**config.mk**
```make
export PLATFORM = sky130hd
export DESIGN_NAME = custom_acc_feeder
export DESIGN_NICKNAME = d
export VERILOG_FILES = /design/src/rtl/custom_acc_feeder.sv
export SDC_FILE = /design/constraint.sdc
export NUM_CORES = 1
export LEC_CHECK = 0
export CAP_MARGIN = 20
export CORE_ASPECT_RATIO = 1.75
export CORE_MARGIN = 2
export CORE_UTILIZATION = 49
export CTS_CLUSTER_SIZE = 40
export DETAILED_ROUTE_END_ITERATION = 8
export PLACE_DENSITY = 0.92
export SYNTH_ARGS = -nofsm -noshare
export SYNTH_HDL_FRONTEND = slang
export SYNTH_SLANG_ARGS = --single-unit
```
**constraint.sdc**
```tcl
create_clock -name clk -period 2.6 [get_ports clk]
set_input_delay 0.52 -clock clk [delete_from_list [all_inputs] [get_ports clk]]
set_output_delay 0.52 -clock clk [all_outputs]
set_load 0.01 [all_outputs]
```
**src/rtl/custom_acc_feeder.sv**
```systemverilog
// custom_acc_feeder
//   Operand sequencer in front of custom_acc. A start command clears the
//   accumulator, streams len consecutive 32-bit words out of a synchronous
//   memory, splits each word into four bytes for custom_acc and pulses done
//   once the accumulator holds the final sum.
//
// Ports
//   clk        clock, rising edge
//   rst        synchronous active-high reset
//   start      command strobe, only honoured in IDLE
//   base_addr  first word address, captured with start
//   len        number of words, captured with start (0 = immediate done)
//   mem_rd_en  memory read request
//   mem_addr   memory word address, wraps modulo 2**ADDR_W
//   mem_rdata  memory read data, valid the cycle after mem_rd_en
//   acc_rst    clear strobe for custom_acc
//   acc_en     enable for custom_acc
//   acc_in_1..acc_in_4  bytes 0..3 of the returned word (0 when acc_en=0)
//   busy       command in progress
//   done       one-cycle completion pulse
//
// Every output is a register; nothing combinational runs from an input to an
// output.
module custom_acc_feeder #(
    parameter int unsigned ADDR_W = 8,
    parameter int unsigned LEN_W  = 8
) (
    input  logic              clk,
    input  logic              rst,
    input  logic              start,
    input  logic [ADDR_W-1:0] base_addr,
    input  logic [LEN_W-1:0]  len,
    output logic              mem_rd_en,
    output logic [ADDR_W-1:0] mem_addr,
    input  logic [31:0]       mem_rdata,
    output logic              acc_rst,
    output logic              acc_en,
    output logic [7:0]        acc_in_1,
    output logic [7:0]        acc_in_2,
    output logic [7:0]        acc_in_3,
    output logic [7:0]        acc_in_4,
    output logic              busy,
    output logic              done
);

    typedef enum logic [2:0] {
        StIdle,
        StClear,
        StRead,
        StDrain,
        StDone
    } state_e;

    state_e            state;
    logic [ADDR_W-1:0] base_q;
    logic [LEN_W-1:0]  len_q;
    logic [LEN_W-1:0]  rd_cnt;    // reads issued so far in this command
    logic              drain_cnt;
    logic              rd_pend;   // mem_rdata carries a requested word this cycle

    always_ff @(posedge clk) begin
        if (rst) begin
            state     <= StIdle;
            base_q    <= '0;
            len_q     <= '0;
            rd_cnt    <= '0;
            drain_cnt <= 1'b0;
            rd_pend   <= 1'b0;
            mem_rd_en <= 1'b0;
            mem_addr  <= '0;
            acc_rst   <= 1'b0;
            acc_en    <= 1'b0;
            acc_in_1  <= '0;
            acc_in_2  <= '0;
            acc_in_3  <= '0;
            acc_in_4  <= '0;
            busy      <= 1'b0;
            done      <= 1'b0;
        end else begin
            // Two-stage data path: request -> memory latency -> registered bytes.
            rd_pend <= mem_rd_en;
            acc_en  <= rd_pend;
            if (rd_pend) begin
                acc_in_1 <= mem_rdata[7:0];
                acc_in_2 <= mem_rdata[15:8];
                acc_in_3 <= mem_rdata[23:16];
                acc_in_4 <= mem_rdata[31:24];
            end else begin
                acc_in_1 <= '0;
                acc_in_2 <= '0;
                acc_in_3 <= '0;
                acc_in_4 <= '0;
            end

            acc_rst   <= 1'b0;
            done      <= 1'b0;
            mem_rd_en <= 1'b0;

            unique case (state)
                StIdle: begin
                    if (start) begin
                        if (len != '0) begin
                            base_q  <= base_addr;
                            len_q   <= len;
                            acc_rst <= 1'b1;
                            busy    <= 1'b1;
                            state   <= StClear;
                        end else begin
                            done  <= 1'b1;
                            state <= StDone;
                        end
                    end
                end
                StClear: begin
                    mem_rd_en <= 1'b1;
                    mem_addr  <= base_q;
                    rd_cnt    <= LEN_W'(1);
                    state     <= StRead;
                end
                StRead: begin
                    if (rd_cnt == len_q) begin
                        mem_addr  <= '0;
                        drain_cnt <= 1'b0;
                        state     <= StDrain;
                    end else begin
                        mem_rd_en <= 1'b1;
                        mem_addr  <= mem_addr + ADDR_W'(1);
                        rd_cnt    <= rd_cnt + LEN_W'(1);
                    end
                end
                StDrain: begin
                    if (drain_cnt) begin
                        busy  <= 1'b0;
                        done  <= 1'b1;
                        state <= StDone;
                    end else begin
                        drain_cnt <= 1'b1;
                    end
                end
                StDone: begin
                    rd_cnt <= '0;
                    state  <= StIdle;
                end
                default: state <= StIdle;
            endcase
        end
    end

endmodule
```
==> results of run 1 <==
[layer usage]
layer | part of all wire, % | vias to the layer above | global-route usage (%) | wire [um]
li1 | - | 1290 | - | -
met1 | 33 | 1212 | 19.8 | 2400
met2 | 56 | 103 | 42.6 | 4030
met3 | 8.5 | 14 | 9.21 | 608
met4 | 1.9 | 0 | 9.37 | 135
met5 | 0 | - | 0 | 0
[kinds of logic (layout without fill, tap and decap cells)]
| logic type | Yosys count | in the layout | synth area share, % |
|---|---|---|---|
| buffers and inverters | 25 | 123 | 4.77 |
| xor gates and xnor gates | 12 | 12 | 3.52 |
| muxes | 19 | 19 | 6.36 |
| AOI/OAI and AO/OA | 43 | 43 | 9.84 |
| adders and majority gates | 2 | 2 | 0.837 |
| DFF | 74 | 74 | 49.6 |
| and+or+nand+nor | 140 | 140 | 25.1 |
[final cells by class]
cell class | count | area share [%]
Sequential cell | 74 | 35.7
Multi-Input combinational cell | 216 | 32.9
Timing Repair Buffer | 101 | 24.3
Clock buffer | 11 | 3.40
Tap cell | 78 | 2.35
Clock inverter | 5 | 0.933
Inverter | 6 | 0.542
[worst reg2reg max path: stages (launching register included)]
cell and delay (ns):
dfxtp_1 0.51, xor2_1 0.22, nor4_2 0.07, nand2_1 0.54, or4b_1 0.50, a31oi_1 0.17
[worst paths after layout]
check               to  cells past startpoint
max          rd_cnt[7]                      5
min            rd_pend                      1
max reg2reg  rd_cnt[7]                      5
min reg2reg    rd_pend                      1
[where the power goes]
group          total (mW)  switching, mW  internal [mW]
Clock               0.805          0.427          0.377
Sequential           1.27         0.0744           1.20
Combinational       0.472          0.223          0.250
Total                2.55          0.724           1.83
[stage by stage]
step | hold slack, ns | worst slack (ns) | instances
floorplan | 0.452 | 0.902 | 315
global placement | 0.460 | 0.357 | 475
detailed placement | 0.462 | 0.248 | 475
CTS | 0.467 | 0.540 | 491
global route | 0.474 | 0.344 | 491
finish | 0.466 | 0.521 | 491
[state kept, by name, summed over array words and instances (netlist names)]
register	count
drain_cnt	1
acc_in_2	8
state	3
acc_rst	1
busy	1
mem_rd_en	1
rd_cnt	8
acc_in_3	8
done	1
acc_in_1	8
acc_in_4	8
len_q	8
acc_en	1
base_q	8
rd_pend	1
mem_addr	8
[cells in the final DEF, fill, tap and decap left out, types with 2 or more instances in the layout]
cell type,count
buf_4,5
o31ai_1,2
nor2b_1,3
a21oi_1,9
a211o_1,2
ha_1,2
clkbuf_8,10
a211oi_1,2
o21ai_0,9
a31oi_1,5
nor4b_1,3
mux2i_1,19
nand3_1,13
and3_1,5
nand2_1,16
nand4_1,6
inv_1,6
dfxtp_1,74
nor4_1,6
nand2b_1,5
nor3_1,10
clkinv_4,2
o311ai_1,2
xnor2_1,4
o311ai_0,3
clkdlybuf4s50_1,95
xor2_1,8
and2_1,33
nor2_1,33
==> results.ini, run 1 <==
[yosys]
synth.top_cells.by_area = dfxtp_1 (50%), and2_1 (6.9%), mux2i_1 (6.4%), nor2_1 (4.1%), xor2_1 (2.3%)
async_reset_ff_share_pct = 0
yosysUniqueCellTypes = 46
syn-num-nets = 368
ys.flop_type = dfxtp_1
synth.avg_cell_area_um2 = 9.49
syn_inst = 315
yosysSeqAreaShare_pct = 49.6
yosysWarnings = 0
yosysMostFrequentCell = dfxtp_1
synthTopCellsByCount = dfxtp_1 (74), and2_1 (33), nor2_1 (33)
synth_edf_count = 0
synth_area_leader_cell = dfxtp_1
syn_area_um2 = 2990
ys_seq_elements = 74
synth_top_area_share_pct = 49.6

[global_routing]
antenna_found_initial = 0
grt_pass1_vias = 2684
grt_max_degree = 40
overflow = 0
grtUsageTotal_pct = 22.2
grt_pass1_wl_mm = 11.7

[power]
power.density_nw_per_um2 = 614
ir_worst_vdd_mv = 0.439
p_leak_nw = 1.61
design_power_total_mw = 2.55

[run]
drv_cap = 0

[routing]
dr.pass1.iters = 5
finalWirelength_mm = 7.18
drt-initial-drc-count = 146
vias = 2619
detail_route.drc_violations = 0
drtAntennaViolNets = 0
wl_per_cell_um = 14.6
viasPerCell = 5.33

[setup_path]
path_cells = xor2_1 > nor4_2 > nand2_1 > or4b_1 > a31oi_1
startpoint = rd_cnt[0]
crit_fanout = 20
r2r-start = rd_cnt[0]
startpoint_type = flop
crit_family = simple AND/OR/NAND/NOR gates
crit_required_ns = 2.87
slowest_stage = nand2_1
r2r_setup_slack_ns = 0.52
cp_data_arrival_time_ns = 2.35
crit_type = flop to flop
end_kind = flop
crit_buf_inv = 0
slowest_delay_ns = 0.54

[clocking]
cts_root_buffer = clkbuf_8
cts_hold_buf = 0
post-cts-setup-buffers = 0
tritoncts = done
worstSkewPairLatency_ns = 0.35
path_clk_slew_ns = 0.08
post_cts_resize_count = 0
numCtsBuffers = 9
clockBufferDepth = 2
htreeDepth = 3
clkSinkCount = 74

[sta]
period_needed_ns = 2.08
max_freq_mhz = 481
slew_headroom_pct = 50.9
final-hold-violation-count = 0
finalSetupTns_ns = 0
timing.final.crit_share_pct = 80.0
maxSlewViolCount = 0
tightest_slew_ns = 0.735
setup_violations = 0
finalClockSkew_ns = 0.00859
rsz0062_at_grt = false

[worst_hold_path]
worstHoldStart = mem_rd_en
hold_path_class = flop to flop

[floorplanning]
dieArea_um2 = 6770
io_pins = 96
fp-row-count = 37
core_area_um2 = 5880
die_w_um = 63.0
start_util_pct = 50.8
fp.dieH_um = 107

[final_layout]
regArea_um2 = 1480
drive_gt1_share_pct = 6.30
nets = 461
final_area_um2 = 4160
utilization_pct = 70.7
n_fill_cell = 463
syn_to_final_growth_pct = 39.0
antenna_cells = 0
multi_input_area_um2 = 1370

[placed_design]
placed_area_um2 = 3980
io_buffers = 95
globalplace.congestion = 0.838
place_hpwl_mm = 5.34

[outcome]
status = complete, no violations

Note: power is estimated with default switching activity, not from simulation.
==> run 2, diff against run 1 <==
CORE_UTILIZATION = 41   (was 49)
PLACE_DENSITY = 0.83   (was 0.92)
clock period = 1.8 ns   (was 2.6 ns; I/O delays follow)
==> run 2 against run 1 <==
  * Power rose by 71%
  * Clock skew fell by 0.0029 ns
  * Clock-buffer cell count did not move
  * First-iteration DRC count fell by 18%
  * Cell count rose by 6.9%
  * Register-to-register slack got worse by 0.37 ns
  * Core utilization fell by 7.2 points
  * Sequential power rose by 45%
  * Global-route usage fell by 0.72 points
  * Critical path depth fell by 4
  * Largest power group unchanged
==> results.ini, run 2 (synthesized netlist as in run 1, its figures left out) <==
[outcome]
status = complete, no violations  ; unchanged

[setup_path]
crit_required_ns = 1.44  ; was 2.87 ns
crit_type = flop to output port  ; was flop to flop
slowest_stage = clkdlybuf4s50_1  ; was nand2_1
cp_data_arrival_time_ns = 1.39  ; was 2.35 ns
crit_buf_inv = 1  ; was 0
slowest_delay_ns = 0.60  ; was 0.54 ns
crit_fanout = 4  ; was 20
startpoint_type = flop  ; unchanged
path_cells = clkdlybuf4s50_1  ; was xor2_1 > nor4_2 > nand2_1 > or4b_1 > a31oi_1
crit_family = buffers and inverters  ; was simple AND/OR/NAND/NOR gates
end_kind = output port  ; was flop

[final_layout]
final_area_um2 = 4530  ; was 4160 um^2
final_cell_mix = clkdlybuf4s50_1 (95), dfxtp_1 (71), nor2_1 (33), and2_1 (33), buf_4 (27)  ; was clkdlybuf4s50_1 (95), dfxtp_1 (74), nor2_1 (33), and2_1 (33), mux2i_1 (19)
syn_to_final_growth_pct = 51.5  ; was 39.0%
layout_commonest_cell = clkdlybuf4s50_1  ; unchanged
utilization_pct = 63.5  ; was 70.7%
antenna_cells = 0  ; unchanged
drive_gt1_share_pct = 13.0  ; was 6.30%
nets = 487  ; was 461

[sta]
timing.final.crit_share_pct = 97.4
period_needed_ns = 1.75
maxSlewViolCount = 0  ; unchanged
setup_violations = 0  ; unchanged
tightest_slew_ns = 0.388  ; was 0.735 ns
finalSetupTns_ns = 0  ; unchanged
rsz0062_at_grt = false  ; unchanged
finalClockSkew_ns = 0.00568  ; was 0.00859 ns
max_freq_mhz = 570
slew_headroom_pct = 73.8  ; was 50.9%
final-hold-violation-count = 0  ; unchanged

[floorplanning]
core_area_um2 = 7130  ; was 5880 um^2
die_w_um = 68.5  ; was 63.0 um
fp-row-count = 41  ; was 37
fp.dieH_um = 117  ; was 107 um
start_util_pct = 41.9  ; was 50.8%
dieArea_um2 = 8020  ; was 6770 um^2
io_pins = 96  ; unchanged

[clocking]
clockBufferDepth = 2  ; unchanged
htreeDepth = 3  ; unchanged
post_cts_resize_count = 0  ; unchanged
path_clk_slew_ns = 0.06  ; was 0.08 ns
worstSkewPairLatency_ns = 0.34  ; was 0.35 ns
tritoncts = done  ; unchanged
post-cts-setup-buffers = 0  ; unchanged
cts_root_buffer = clkbuf_16  ; was clkbuf_8
cts_hold_buf = 0  ; unchanged
clkSinkCount = 74  ; unchanged
numCtsBuffers = 9  ; unchanged

[routing]
drt-initial-drc-count = 120  ; was 146
vias = 2787  ; was 2,619
drtAntennaViolNets = 0  ; unchanged
detail_route.drc_violations = 0  ; unchanged
finalWirelength_mm = 7.94  ; was 7.18 mm
dr.pass1.iters = 4  ; was 5
viasPerCell = 5.31  ; was 5.33
wl_per_cell_um = 15.1  ; was 14.6 um

[placed_design]
io_buffers = 95  ; unchanged
globalplace.congestion = 0.889  ; was 0.838
place_hpwl_mm = 5.83  ; was 5.34 mm
placed_area_um2 = 4220  ; was 3980 um^2

[power]
pwr-share-clk_pct = 39.4  ; was 31.6%
netSwitchingFraction_pct = 27.0  ; was 28.4%
ir_worst_vdd_mv = 0.780  ; was 0.439 mV
p_comb_share_pct = 18.6  ; was 18.5%
p_int_mw = 3.19  ; was 1.83 mW
power.density_nw_per_um2 = 965  ; was 614 nW/um^2
power_switching_mw = 1.18  ; was 0.724 mW
p_leak_nw = 1.80  ; was 1.61 nW
seq_power_share_pct = 42.0  ; was 49.9%

[worst_hold_path]
hold_path_class = flop to flop  ; unchanged

[global_routing]
antenna_found_initial = 0  ; unchanged
grt_pass1_wl_mm = 12.6  ; was 11.7 mm
grtUsageTotal_pct = 21.5  ; was 22.2%
grt_max_degree = 34  ; was 40
overflow = 0  ; unchanged
grt_pass1_vias = 2782  ; was 2,684

[run]
drv_cap = 0  ; unchanged

[run 2: metal layers]
metal | part of all wire, % | track usage (%)
met1 | 34 | 20.9
met5 | 0 | 0
met3 | 9.7 | 10.0
met4 | 3.4 | 12.7
met2 | 53 | 36.2
[run 2: final cells by class]
cell class / instances / area, um^2
Clock buffer: 11 / 253
Clock inverter: 5 / 37.5
Fill cell: 549 / 2600
Inverter: 6 / 22.5
Multi-Input combinational cell: 216 / 1380
Sequential cell: 74 / 1490
Tap cell: 86 / 108
Timing Repair Buffer: 127 / 1240
[run 2: power groups by stage]
stage	logic [mW]	registers [mW]	clock network (mW)
detailed placement	0.800	1.86	0
floorplan	0.423	1.85	0
finish	0.813	1.84	1.72
global placement	0.780	1.86	0
global route	0.884	1.85	1.82
CTS	0.805	1.83	1.75
[run 2: metrics by stage]
stage                     hold slack [ns]  total power, mW  setup WS [ns]  std cells
after global placement              0.456             2.64         -0.256        509
after global routing                0.497             4.55         0.0128        525
after CTS                           0.483             4.38         0.0326        525
final                               0.486             4.37         0.0459        525
after detailed placement            0.470             2.66         -0.267        509
after floorplan                     0.452             2.28          0.262        315
[run 2: worst paths after layout]
kind,start,to,slack [ns],cells after the start
setup / recovery,mem_addr[1],mem_addr[1],0.05,1
hold / removal,mem_rd_en,rd_pend,0.49,1
setup reg to reg,rd_cnt[4],rd_cnt[7],0.15,6
hold reg to reg,mem_rd_en,rd_pend,0.49,1
[run 2: worst reg2reg max path, delay by kind of cell (launching register included)]
family	cells	cell delay, ns
buffers and inverters	1	0.17
XOR/XNOR	1	0.21
AND/OR/NAND/NOR	3	0.60
flip-flops	1	0.43
AO/OA/AOI/OAI	1	0.16
==> run 3, diff against run 2 <==
ABC_CLOCK_PERIOD_IN_PS = 2200   (was unset)
CORE_UTILIZATION = 49   (was 41)
PLACE_DENSITY = 0.92   (was 0.83)
clock period = 2.2 ns   (was 1.8 ns; I/O delays follow)
==> run 3 against run 2 <==
  * Core utilization grew 7.8 points
  * Clock skew is essentially flat
  * Wire length shrank 4.7%
  * Flip-flop and latch count is the same
  * Sequential power shrank 19%
  * Worst setup slack gained 0.18 ns
  * Cell area shrank 7.4%
  * Combinational power shrank 28%
  * Clock-buffer cell count shrank 1
  * Critical path depth grew 5
  * Clock power shrank 40%
  * Global-route usage grew 2.3 points
==> results.ini, run 3 (synthesized netlist as in run 1, its figures left out) <==
[routing]
finalWirelength_mm = 7.57  ; was 7.94 mm
vias = 2660  ; was 2,787
routed-wl-met3_um = 558  ; was 770 um
maxUsedRoutingLayer = met4  ; unchanged
met1_length_mm = 2.60  ; was 2.69 mm
drt-initial-drc-count = 107  ; was 120
detail_route.drc_violations = 0  ; unchanged
wl_met2_mm = 4.26  ; was 4.21 mm
wl_per_cell_um = 15.3  ; was 15.1 um
viasPerCell = 5.36  ; was 5.31
dr.pass1.iters = 4  ; unchanged
drtAntennaViolNets = 0  ; unchanged

[final_layout]
nets = 466  ; was 487
syn_to_final_growth_pct = 40.4  ; was 51.5%
final_cell_mix = clkdlybuf4s50_1 (95), dfxtp_1 (74), nor2_1 (33), and2_1 (33), mux2i_1 (19)  ; was clkdlybuf4s50_1 (95), dfxtp_1 (71), nor2_1 (33), and2_1 (33), buf_4 (27)
layout_commonest_cell = clkdlybuf4s50_1  ; unchanged
antenna_cells = 0  ; unchanged
drive_gt1_share_pct = 7.42  ; was 13.0%

[clocking]
worstSkewPairLatency_ns = 0.35  ; was 0.34 ns
numCtsBuffers = 9  ; unchanged
post-cts-setup-buffers = 0  ; unchanged
clockBufferDepth = 2  ; unchanged
clkSinkCount = 74  ; unchanged
cts_root_buffer = clkbuf_8  ; was clkbuf_16
tritoncts = done  ; unchanged
cts_hold_buf = 0  ; unchanged
path_clk_slew_ns = 0.07  ; was 0.06 ns
post_cts_resize_count = 0  ; unchanged
htreeDepth = 3  ; unchanged

[setup_path]
end_kind = flop  ; was output port
startpoint_type = flop  ; unchanged
crit_fanout = 14  ; was 4
cp_data_arrival_time_ns = 2.18  ; was 1.39 ns
startpoint = rd_cnt[2]  ; was mem_addr[1]
r2r-start = rd_cnt[2]  ; was rd_cnt[4]
crit_type = flop to flop  ; was flop to output port
crit_required_ns = 2.41  ; was 1.44 ns

[floorplanning]
core_area_um2 = 5880  ; was 7130 um^2
die_w_um = 63.0  ; was 68.5 um
fp-row-count = 37  ; was 41
io_pins = 96  ; unchanged
fp.dieH_um = 107  ; was 117 um
dieArea_um2 = 6770  ; was 8020 um^2
start_util_pct = 50.8  ; was 41.9%

[sta]
slew_headroom_pct = 57.7  ; was 73.8%
timing.final.crit_share_pct = 89.7
finalClockSkew_ns = 0.00603  ; was 0.00568 ns
hold-worst-slack_ns = 0.490  ; was 0.486 ns
final-hold-violation-count = 0  ; unchanged
setup_violations = 0  ; unchanged
tightest_slew_ns = 0.631  ; was 0.388 ns
period_needed_ns = 1.97
rsz0062_at_grt = false  ; unchanged
maxSlewViolCount = 0  ; unchanged
finalSetupTns_ns = 0  ; unchanged
max_freq_mhz = 507

[power]
ir_worst_vdd_mv = 0.532  ; was 0.780 mV
p_leak_nw = 1.63  ; was 1.80 nW
power.density_nw_per_um2 = 744  ; was 965 nW/um^2

[global_routing]
grtUsageTotal_pct = 23.8  ; was 21.5%
grt_max_degree = 34  ; unchanged
grt_pass1_wl_mm = 12.6  ; about the same
overflow = 0  ; unchanged
antenna_found_initial = 0  ; unchanged
grt_pass1_vias = 2705  ; was 2,782

[placed_design]
place_hpwl_mm = 5.48  ; was 5.83 mm
io_buffers = 95  ; unchanged
globalplace.congestion = 0.855  ; was 0.889

[run]
drv_cap = 0  ; unchanged

[worst_hold_path]
worstHoldStart = len_q[3]  ; was mem_rd_en
hold_path_class = flop to flop  ; unchanged

[outcome]
status = complete, no violations  ; unchanged

-- run 3: cell types whose count changed in the layout (fill, tap and decap cells not counted), moves of 3 or more --
cell,delta
buf_4,-16
clkbuf_16,-9
clkbuf_8,+7
buf_12,-4
dfxtp_1,+3
dfxtp_2,-3
-- run 3: cell type report --
cell class              instances  area, um^2
clock buffers                  10         128
clock inverters                 6        67.6
fillers                       444        1680
inverters                       6        22.5
multi-input cells             216        1370
flip-flops and latches         74        1480
well taps                      78        97.6
repair buffers                106        1030
-- run 3: path summary, 6_finish.rpt --
| path | to | slack (ns) | cells after the start |
|---|---|---|---|
| worst min register to register | len_q[3] | 0.49 | 2 |
| worst max-delay path | mem_addr[1] | 0.23 | 6 |
| worst min-delay path | len_q[3] | 0.49 | 2 |
| worst max register to register | mem_addr[1] | 0.23 | 6 |
-- run 3: stage by stage --
step           power, mW  util [%]  cells  worst slack (ns)  area (um^2)
2_1_floorplan       1.86         -    315             0.582         2990
3_3_place_gp        2.08      68.0    480            0.0877         4000
3_5_place_dp        2.10      68.0    480            0.0563         4000
4_1_cts             3.13      71.4    496             0.204         4200
5_1_grt             3.26      71.4    496            0.0994         4200
6_report            3.12      71.4    496             0.227         4200
-- run 3: layer usage --
metal / vias to the layer above / GRT usage (%)
met1: 1245 / 23.4
met2: 111 / 45.4
met4: 0 / 7.14
met3: 17 / 8.58
li1: 1287 / -
met5: - / 0
-- run 3: power breakdown --
part	total [mW]	internal [mW]	switching, mW
Clock	1.04	0.525	0.512
Sequential	1.49	1.42	0.0769
Combinational	0.588	0.304	0.284
Total	3.12	2.25	0.873
-- run 3: worst max-delay path, cell delays in order, from the launching register on --
cell and delay, ns:
dfxtp_1 0.47, xor2_1 0.10, nor4_1 0.28, nand2_1 0.38, buf_4 0.31, a21oi_1 0.19, a2111oi_0 0.09
